===== src/rtl/ref_bank_writer.sv =====
`timescale 1ns/1ps
`default_nettype none
// ============================================================================
// Module   : ref_bank_writer
// Function : round-robin write sequencer filling NUM_BANK reference-pixel SRAM
//            banks in SEG_LEN-word segments, wrapping after DEPTH/SEG_LEN passes
// Revision : 1.0 - initial release
// ============================================================================
module ref_bank_writer #(
   parameter int NUM_BANK = 4,
   parameter int SEG_LEN  = 24,
   parameter int DEPTH    = 96,
   parameter int ADDR_W   = 7,
   parameter int DATA_W   = 64,
   localparam int PASSES  = DEPTH / SEG_LEN,
   localparam int BANK_W  = (NUM_BANK > 1) ? $clog2(NUM_BANK) : 1,
   localparam int PASS_W  = (PASSES > 1) ? $clog2(PASSES) : 1
) (
   input  logic              clk,
   input  logic              rst,
   input  logic              start_i,
   input  logic              hold_i,
   input  logic              in_valid_i,
   input  logic [DATA_W-1:0] in_data_i,
   output logic              in_ready_o,
   output logic [NUM_BANK-1:0] bank_sel_n_o,
   output logic [ADDR_W-1:0] wr_addr_o,
   output logic [DATA_W-1:0] wr_data_o,
   output logic              seg_done_o,
   output logic [BANK_W-1:0] seg_bank_o,
   output logic [PASS_W-1:0] seg_pass_o,
   output logic              fill_done_o,
   output logic              busy_o
);

   localparam int CNT_W = (SEG_LEN > 1) ? $clog2(SEG_LEN) : 1;

   typedef enum logic [0:0] {
      S_IDLE = 1'b0,
      S_FILL = 1'b1
   } state_t;

   state_t              state_q;
   logic [CNT_W-1:0]    word_cnt_q, word_cnt_d;
   logic [BANK_W-1:0]   bank_idx_q, bank_idx_d;
   logic [PASS_W-1:0]   pass_idx_q, pass_idx_d;
   logic [ADDR_W-1:0]   addr_base_q, addr_base_d;
   logic [NUM_BANK-1:0] bank_sel_n_q, bank_sel_n_d;
   logic [ADDR_W-1:0]   wr_addr_q;
   logic [DATA_W-1:0]   wr_data_q;
   logic                seg_done_q;
   logic [BANK_W-1:0]   seg_bank_q;
   logic [PASS_W-1:0]   seg_pass_q;
   logic                fill_done_q;

   logic accept;
   logic seg_end;
   logic last_bank;
   logic last_pass;

   assign busy_o     = (state_q == S_FILL);
   assign in_ready_o = busy_o && !hold_i && !start_i;
   assign accept     = in_ready_o && in_valid_i;

   assign seg_end   = (word_cnt_q == CNT_W'(SEG_LEN - 1));
   assign last_bank = (bank_idx_q == BANK_W'(NUM_BANK - 1));
   assign last_pass = (pass_idx_q == PASS_W'(PASSES - 1));

   always_comb begin
      word_cnt_d   = word_cnt_q + CNT_W'(1);
      bank_idx_d   = bank_idx_q;
      pass_idx_d   = pass_idx_q;
      addr_base_d  = addr_base_q;
      bank_sel_n_d = '1;
      bank_sel_n_d[bank_idx_q] = 1'b0;
      if (seg_end) begin
         word_cnt_d = '0;
         if (last_bank) begin
            bank_idx_d = '0;
            // Last segment of the last pass wraps back to the oldest region
            if (last_pass) begin
               pass_idx_d  = '0;
               addr_base_d = '0;
            end else begin
               pass_idx_d  = pass_idx_q + PASS_W'(1);
               addr_base_d = addr_base_q + ADDR_W'(SEG_LEN);
            end
         end else begin
            bank_idx_d = bank_idx_q + BANK_W'(1);
         end
      end
   end

   always_ff @(posedge clk or posedge rst) begin
      if (rst) begin
         state_q      <= S_IDLE;
         word_cnt_q   <= '0;
         bank_idx_q   <= '0;
         pass_idx_q   <= '0;
         addr_base_q  <= '0;
         bank_sel_n_q <= '1;
         wr_addr_q    <= '0;
         wr_data_q    <= '0;
         seg_done_q   <= 1'b0;
         seg_bank_q   <= '0;
         seg_pass_q   <= '0;
         fill_done_q  <= 1'b0;
      end else begin
         bank_sel_n_q <= '1;
         seg_done_q   <= 1'b0;
         fill_done_q  <= 1'b0;
         if (start_i) begin
            state_q     <= S_FILL;
            word_cnt_q  <= '0;
            bank_idx_q  <= '0;
            pass_idx_q  <= '0;
            addr_base_q <= '0;
         end else if (accept) begin
            bank_sel_n_q <= bank_sel_n_d;
            wr_addr_q    <= addr_base_q + ADDR_W'(word_cnt_q);
            wr_data_q    <= in_data_i;
            word_cnt_q   <= word_cnt_d;
            bank_idx_q   <= bank_idx_d;
            pass_idx_q   <= pass_idx_d;
            addr_base_q  <= addr_base_d;
            if (seg_end) begin
               seg_done_q  <= 1'b1;
               seg_bank_q  <= bank_idx_q;
               seg_pass_q  <= pass_idx_q;
               fill_done_q <= last_bank && last_pass;
            end
         end
      end
   end

   assign bank_sel_n_o = bank_sel_n_q;
   assign wr_addr_o    = wr_addr_q;
   assign wr_data_o    = wr_data_q;
   assign seg_done_o   = seg_done_q;
   assign seg_bank_o   = seg_bank_q;
   assign seg_pass_o   = seg_pass_q;
   assign fill_done_o  = fill_done_q;

endmodule
`default_nettype wire


===== config.mk =====
export PLATFORM = sky130hd
export DESIGN_NAME = ref_bank_writer
export DESIGN_NICKNAME = d
export VERILOG_FILES = /design/src/rtl/ref_bank_writer.sv
export SDC_FILE = /design/constraint.sdc
export NUM_CORES = 1
export LEC_CHECK = 0
export ABC_CLOCK_PERIOD_IN_PS = 2700
export BUFFER_PORTS_ARGS = -buffer_cell sky130_fd_sc_hd__buf_4
export CAP_MARGIN = 10
export CELL_PAD_IN_SITES_DETAIL_PLACEMENT = 0
export CELL_PAD_IN_SITES_GLOBAL_PLACEMENT = 1
export CORE_MARGIN = 5
export CORE_UTILIZATION = 32
export CTS_CLUSTER_DIAMETER = 60
export DETAILED_ROUTE_END_ITERATION = 12
export PLACE_DENSITY = 0.86
export SYNTH_ARGS = -nofsm -noshare
export SYNTH_HDL_FRONTEND = slang
export SYNTH_SLANG_ARGS = --single-unit

===== constraint.sdc =====
create_clock -name clk -period 2.7 [get_ports clk]
set_input_delay 0.135 -clock clk [delete_from_list [all_inputs] [get_ports clk]]
set_output_delay 0.135 -clock clk [all_outputs]
set_load 0.02 [all_outputs]

==> reports/metrics.csv, run 1 <==
metric,value,unit
share of layout cells above drive strength 1,28.5,%
critical path capture point type,flop,
commonest register cell after synthesis,dfrtp_1,
TritonCTS buffer count,9,
Avg WL per Cell,13.7,um
Avg Vias per Cell,4.41,
Final min period,1.78,ns
top-area cell type share of the netlist area,59.5,%
cell accounting for the most synthesized area,dfrtp_1,
Worst R2R Path Depth,4,
Antenna Cells,0,
Die X-Extent,119,um
"Hold Violations, Final",0,
P per Cell Area,618,mW/mm^2
Die Ht,119,um
path type of the worst setup path,flop to flop,
RSZ-0062 raised after global routing,false,
Syn Std Cell Area,0.00383,sq mm
global-route wire length before repair,17500,um
GRT Util Overall,15.2,%
fin nets,695,
VDD IR max,235,uV
Netlist cell types,31,
Via Count,3393,
critical path peak fanout,9,
H-tree level count,3,
CTS tree,done,
drt pass-1 iters,6,
register area share after synthesis,62.3,%
IO Count,152,
#FFs+latches synth,95,
Routed WL,10500,um
most common library cells after synthesis,"nand2_1 (216), dfrtp_1 (91), buf_2 (11)",
WP data required,2.92,ns
FF-to-FF Start,word_cnt_q[0],
Setup crit end,seg_pass_o[1],
fin crit share,66.1,%
Area Growth Syn to Fin,57.9,%
"top cells by area, synth","dfrtp_1 (60%), nand2_1 (21%), ha_1 (2.9%), dfstp_2 (2.7%), buf_2 (1.4%)",
Core Box Area,0.0119,sq mm
# port buffers,151,
final core occ,50.9,%
clk slew on worst S/H paths,0.06,ns
final clock skew,0.00629,ns
Mapped Cells,405,
initial antenna violation count,0,
Sink Count,95,
Clk Tree Root Cell,clkbuf_16,
final setup fails,0,
Post-DP HPWL,6960,um
row count,40,
RR Endpoint,seg_pass_o[1],
R2R setup slack,0.92,ns
Yosys Warn Count,0,
max_slew headroom,63.8,%
FMAX,560,MHz
initial core utilization,32.3,%
Max Slew Vio Count,0,
post-route antenna net violation count,0,
Worst setup SP type,flop,
Leak,3.20,nW
initial drt markers,178,
HP Class,input port to flop,
CP Data Arrival Time,2.01,ns
Max Buffers Root-to-Sink,2,
most frequent cell after synthesis,nand2_1,
vias in the first global route,3522,
synthesized area per cell,9.45,sq um
DR DRC count,0,
syn_nets,483,
global placement routability congestion,0.711,
Async SR Flop Fraction,100,%
max-cap violation count,0,
setup_tns,0,ns
Worst-Margin Slew,0.544,ns
largest net degree at the start of global routing,48,
gr ovfl total,0,
outcome,"finished, final reports clean",
die area,0.0142,sq mm
Post-synth EDFFs,0,
clk_lat worst skew,0.34,ns
worst setup path startpoint,word_cnt_q[0],
[flip-flops by register name, indices dropped and copies added, names as in the netlist]
signal and flops:
addr_base_q 4, bank_idx_q 2, bank_sel_n_o 4, busy_o 1
fill_done_o 1, pass_idx_q 2, seg_bank_o 2, seg_done_o 1
seg_pass_o 2, word_cnt_q 5, wr_addr_o 7, wr_data_o 64
[stage by stage]
| stage | hold WS [ns] | instance area (sq um) | std cells | setup slack (ns) | power (mW) |
|---|---|---|---|---|---|
| 4_1_cts | 0.0746 | 6040 | 769 | 0.906 | 3.78 |
| 6_report | 0.0904 | 6040 | 769 | 0.915 | 3.73 |
| 5_1_grt | 0.107 | 6040 | 769 | 0.778 | 3.93 |
| 3_5_place_dp | 0.236 | 5130 | 688 | 0.925 | 2.53 |
| 3_3_place_gp | 0.226 | 5130 | 688 | 0.979 | 2.51 |
| 2_1_floorplan | 0.240 | 3830 | 405 | 0.0946 | 2.10 |
[cell type report]
cell class                 count  area (sq um)
timing repair buffer         222          1840
sequential                    95          2380
fill                        1043          5820
multi-input combinational    282          1340
inverter                       7          28.8
tap                          147           184
clock buffer                  15           258
clock inverter                 1          5.00
[per-layer routing]
metal,vias to the layer above,track usage (%),wire length [um]
li1,1680,-,-
met1,1579,18.1,4470
met2,108,25.5,5110
met3,26,3.28,539
met4,0,8.23,409
met5,-,0,0
[power breakdown]
| part | leakage (nW) | internal (mW) | total, mW | switching, mW |
|---|---|---|---|---|
| logic | 1.86 | 0.411 | 0.885 | 0.475 |
| clock network | 0.128 | 0.650 | 1.15 | 0.504 |
| registers | 1.21 | 1.60 | 1.69 | 0.0966 |
| total | 3.20 | 2.66 | 3.73 | 1.08 |
[how the worst min path moves through the flow]
stage          depth (start not counted)         start             end  slack (ns)
2_1_floorplan                          2  in_data_i[0]    wr_data_o[0]        0.24
3_3_place_gp                           2           rst   wr_data_o[18]        0.23
3_5_place_dp                           2           rst   wr_data_o[18]        0.24
5_1_grt                                2       start_i   pass_idx_q[0]        0.11
4_1_cts                                2       start_i  addr_base_q[3]        0.07
6_report                               2       start_i   pass_idx_q[0]        0.09
[timing repair]
item                                    in CTS  in global routing
endpoints found under the setup margin       0                  0
buffers inserted                             0                  0
hold endpoints to repair                   100                  0
hold buffers                                65                  0
resized for setup                            0                  0
[critical path, cell delays in order, from the launching register on]
cell and delay (ns):
dfrtp_1 0.41, ha_1 0.22, and4b_1 0.31, and2_1 0.36, mux2_1 0.36
[cell usage in the layout (no fill, tap or decap), types with 3 or more instances in the layout]
cell,n
nand2_1,216
buf_4,156
dfrtp_1,91
dlygate4sd3_1,65
ha_1,9
clkbuf_16,9
a21oi_1,7
nor2_1,7
inv_1,6
clkbuf_1,5
o21ai_1,4
mux2_1,4
dfstp_2,4
or3_1,3
nor2b_1,3
o31ai_1,3
nand3_1,3
mux2i_1,3
[kinds of logic after synthesis]
kind of cell | Yosys count | share of synthesized area, %
AND/OR/NAND/NOR | 246 | 26.4
adder cells (fa/ha/maj) | 9 | 2.94
multiplexers | 7 | 1.96
XOR/XNOR | 4 | 0.916
AO/OA/AOI/OAI | 16 | 2.42
buffers and inverters | 28 | 3.11
flip-flops | 95 | 62.3
(Power assumes the default switching activity.)
==> run 2: changes to the inputs <==
==> config.mk (replaced) <==
export PLATFORM = sky130hd
export DESIGN_NAME = ref_bank_writer
export DESIGN_NICKNAME = d
export VERILOG_FILES = /design/src/rtl/ref_bank_writer.sv
export SDC_FILE = /design/constraint.sdc
export NUM_CORES = 1
export LEC_CHECK = 0
export ABC_AREA = 1
export ABC_CLOCK_PERIOD_IN_PS = 1500
export BUFFER_PORTS_ARGS = -buffer_cell sky130_fd_sc_hd__buf_4
export CAP_MARGIN = 10
export CELL_PAD_IN_SITES_DETAIL_PLACEMENT = 0
export CELL_PAD_IN_SITES_GLOBAL_PLACEMENT = 1
export CORE_MARGIN = 5
export CORE_UTILIZATION = 31
export CTS_CLUSTER_DIAMETER = 60
export DETAILED_ROUTE_END_ITERATION = 12
export PLACE_DENSITY = 0.85
export SYNTH_ARGS = -nofsm -noshare
export SYNTH_HDL_FRONTEND = slang
export SYNTH_SLANG_ARGS = --single-unit
==> constraint.sdc (replaced) <==
create_clock -name clk -period 1.5 [get_ports clk]
set_input_delay 0.075 -clock clk [delete_from_list [all_inputs] [get_ports clk]]
set_output_delay 0.075 -clock clk [all_outputs]
set_load 0.02 [all_outputs]
==> run 2 against run 1 <==
  * Wire length is 4.0% higher
  * Count of clock-buffer cells in the layout decreased by 5
  * First-iteration DRC count increased by 44%
  * Non-clock buffer count up 7
  * Sequential cell count unchanged
  * Combinational power grew 140%
  * Sequential power rose by 93%
  * Final cell count increased by 9.2%
  * Sequential share of layout area fell by 1.5 points
  * Global-route usage fell by 0.43 points
  * Critical endpoint is now addr_base_q[6]
==> reports/metrics.csv, run 2 <==
metric,value,unit,change
outcome,"finished, final reports clean",,unchanged
"Largest delay share family, worst path",simple AND/OR/NAND/NOR gates,,unchanged
most common library cells after synthesis,"nand2_1 (251), dfrtp_1 (91), inv_1 (19)",,"was nand2_1 (216), dfrtp_1 (91), buf_2 (11)"
synthesized area per cell,8.76,sq um,was 9.45 sq um
register area share after synthesis,61.4,%,was 62.3%
syn_nets,521,,was 483
Area Growth Syn to Fin,61.7,%,was 57.9%
#FFs+latches synth,95,,unchanged
Worst setup SP type,flop,,unchanged
sequential power share,42.0,%,was 45.3%
final clock skew,0.00502,ns,was 0.00629 ns
Max Slew Vio Count,0,,unchanged
R2R setup slack,0.10,ns,was 0.92 ns
Async SR Flop Fraction,100,%,unchanged
fin crit share,93.2,%,was 66.1%
FMAX,716,MHz,was 560 MHz
Worst path max stage delay,0.39,ns,was 0.41 ns
"top cells by area, synth","dfrtp_1 (59%), nand2_1 (24%), ha_1 (2.9%), dfstp_2 (2.7%), inv_1 (1.8%)",,"was dfrtp_1 (60%), nand2_1 (21%), ha_1 (2.9%), dfstp_2 (2.7%), buf_2 (1.4%)"
number of flip-flops in the largest register,64,,unchanged
CTS tree,done,,unchanged
H-tree level count,3,,unchanged
post-route antenna net violation count,0,,unchanged
Fill cells,1120,,was 1043
Clk Tree Root Cell,clkbuf_16,,unchanged
Logic pwr share,27.0,%,was 23.7%
Switching Share,30.4,%,was 28.8%
Die X-Extent,122,um,was 119 um
Avg WL per Cell,13.0,um,was 13.7 um
Routed WL,10900,um,was 10500 um
Avg Vias per Cell,4.32,,was 4.41
worst path bufs/invs,0,,unchanged
"Hold Violations, Final",0,,unchanged
drt pass-1 iters,4,,was 6
Antenna Cells,0,,unchanged
# port buffers,151,,unchanged
vias in the first global route,3760,,was 3522
Internal Power,5.40,mW,was 2.66 mW
setup bufs post-CTS,0,,unchanged
final setup fails,0,,unchanged
RR Endpoint,addr_base_q[6],,was seg_pass_o[1]
Levels on crit path,7,,was 4
path type of the worst setup path,flop to flop,,unchanged
VDD IR max,708,uV,was 235 uV
GRT Util Overall,14.8,%,was 15.2%
die area,0.0148,sq mm,was 0.0142 sq mm
Max Buffers Root-to-Sink,2,,unchanged
Yosys Warn Count,0,,unchanged
DR DRC count,0,,unchanged
P per Cell Area,1240,mW/mm^2,was 618 mW/mm^2
CP max-delay cell,dfrtp_1,,unchanged
P_sw,2.36,mW,was 1.08 mW
Worst-Margin Slew,0.499,ns,was 0.544 ns
global placement routability congestion,0.785,,was 0.711
worst setup path startpoint,word_cnt_q[0],,unchanged
initial drt markers,256,,was 178
hold_ws,0.0228,ns,was 0.0904 ns
Netlist cell types,23,,was 31
gr ovfl total,0,,unchanged
Setup crit end,addr_base_q[6],,was seg_pass_o[1]
commonest register cell after synthesis,dfrtp_1,,unchanged
Mapped Cells,443,,was 405
TritonCTS buffer count,9,,unchanged
cell accounting for the most synthesized area,dfrtp_1,,unchanged
Post-synth EDFFs,0,,unchanged
worst path cell trace,ha_1 > nand4_4 > nand2_2 > nand2_1 > nor2_1 > nand2_1 > nand2_1,,was ha_1 > and4b_1 > and2_1 > mux2_1
Via Count,3627,,was 3393
Final min period,1.40,ns,was 1.78 ns
max_slew headroom,66.6,%,was 63.8%
Sink Count,95,,unchanged
Leak,3.36,nW,was 3.20 nW
initial core utilization,31.9,%,was 32.3%
FF-to-FF Start,word_cnt_q[0],,unchanged
max-cap violation count,0,,unchanged
clock network power share,31.0,%,was 30.9%
Worst R2R Path Depth,7,,was 4
Core Box Area,0.0122,sq mm,was 0.0119 sq mm
clk slew on worst S/H paths,0.06,ns,about the same
global-route wire length before repair,17800,um,was 17500 um
largest net degree at the start of global routing,46,,was 48
CP Data Arrival Time,1.67,ns,was 2.01 ns
"most common cell after layout, fill and taps aside",nand2_1,,unchanged
Die Ht,122,um,was 119 um
"commonest non-fill, non-tap cells in the layout","nand2_1 (250), buf_4 (160), dfrtp_1 (91)",,"was nand2_1 (216), buf_4 (156), dfrtp_1 (91)"
most frequent cell after synthesis,nand2_1,,unchanged
clk_lat worst skew,0.34,ns,about the same
WP data required,1.78,ns,was 2.92 ns
critical path capture point type,flop,,unchanged
Syn Std Cell Area,0.00388,sq mm,was 0.00383 sq mm
initial antenna violation count,0,,unchanged
Post-Place Setup Slack,0.0733,ns,was 0.925 ns
final setup margin,0.103,ns,was 0.915 ns
IO Count,152,,unchanged
critical path peak fanout,5,,was 9
row count,40,,unchanged
Post-DP HPWL,7590,um,was 6960 um
most frequent CP cell,nand2_1,,
HP Class,input port to flop,,unchanged
share of layout cells above drive strength 1,28.9,%,was 28.5%
fin nets,745,,was 695
top-area cell type share of the netlist area,58.7,%,was 59.5%
## run 2: logic make-up after synthesis
group / synth area share (%)
flip-flops: 61.4
AO/OA/AOI/OAI: 2.45
XOR/XNOR: 0.226
buffers and inverters: 4.42
AND/OR/NAND/NOR: 28.6
adder cells (fa/ha/maj): 2.90
## run 2: worst min-delay path by stage
stage                      start            to  slack, ns  cells past startpoint
finish                   start_i        busy_o       0.02                      3
detailed placement           rst  wr_data_o[6]       0.14                      2
global route             start_i        busy_o       0.04                      3
global placement             rst  wr_data_o[1]       0.14                      2
CTS                      start_i        busy_o      0.007                      3
floorplan           in_data_i[0]  wr_data_o[0]       0.18                      2
## run 2: layer usage
metal | vias to the layer above | global-route usage, % | routed length, um
met2 | 117 | 25.3 | 5410
met3 | 24 | 2.97 | 731
met4 | 0 | 6.16 | 278
met5 | - | 0 | 0
li1 | 1806 | - | -
met1 | 1680 | 18.1 | 4530
## run 2: layout make-up
cell class,instances,area [sq um],area share [%]
clock inverters,6,85.1,1.36
repair buffers,229,1930,30.8
clock buffers,10,229,3.65
multi-input cells,310,1350,21.5
inverters,22,86.3,1.38
well taps,168,210,3.35
flip-flops and latches,95,2380,38.0
## run 2: worst register-to-register path: cells and delay by family, from the launching register on
family / cells / cell delay [ns]
adders and majority gates: 1 / 0.26
DFF: 1 / 0.39
and+or+nand+nor: 6 / 0.70
## run 2: timing repair
action                                  in CTS  in global routing
endpoints found under the hold margin       78                  0
hold buffers                                65                  0
gates resized for setup                      0                  4
endpoints found under the setup margin       0                  8
## run 2: power groups by stage
| stage | Sequential, mW | Combinational [mW] | Clock [mW] |
|---|---|---|---|
| after floorplan | 3.73 | 0.548 | 0 |
| after global placement | 3.29 | 1.95 | 0 |
| after detailed placement | 3.30 | 1.98 | 0 |
| after CTS | 3.26 | 2.12 | 2.49 |
| after global routing | 3.32 | 2.30 | 2.59 |
| final | 3.26 | 2.10 | 2.40 |
## run 2: per-stage QoR
step / instance area, sq um / power, mW / TNS [ns] / instances / utilization (%)
2_1_floorplan: 3880 / 4.28 / 0 / 443 / -
5_1_grt: 6270 / 8.20 / -0.0222 / 840 / 51.6
3_5_place_dp: 5290 / 5.28 / 0 / 759 / 43.5
3_3_place_gp: 5290 / 5.24 / 0 / 759 / 43.5
6_report: 6270 / 7.76 / 0 / 840 / 51.6
4_1_cts: 6260 / 7.87 / 0 / 840 / 51.4
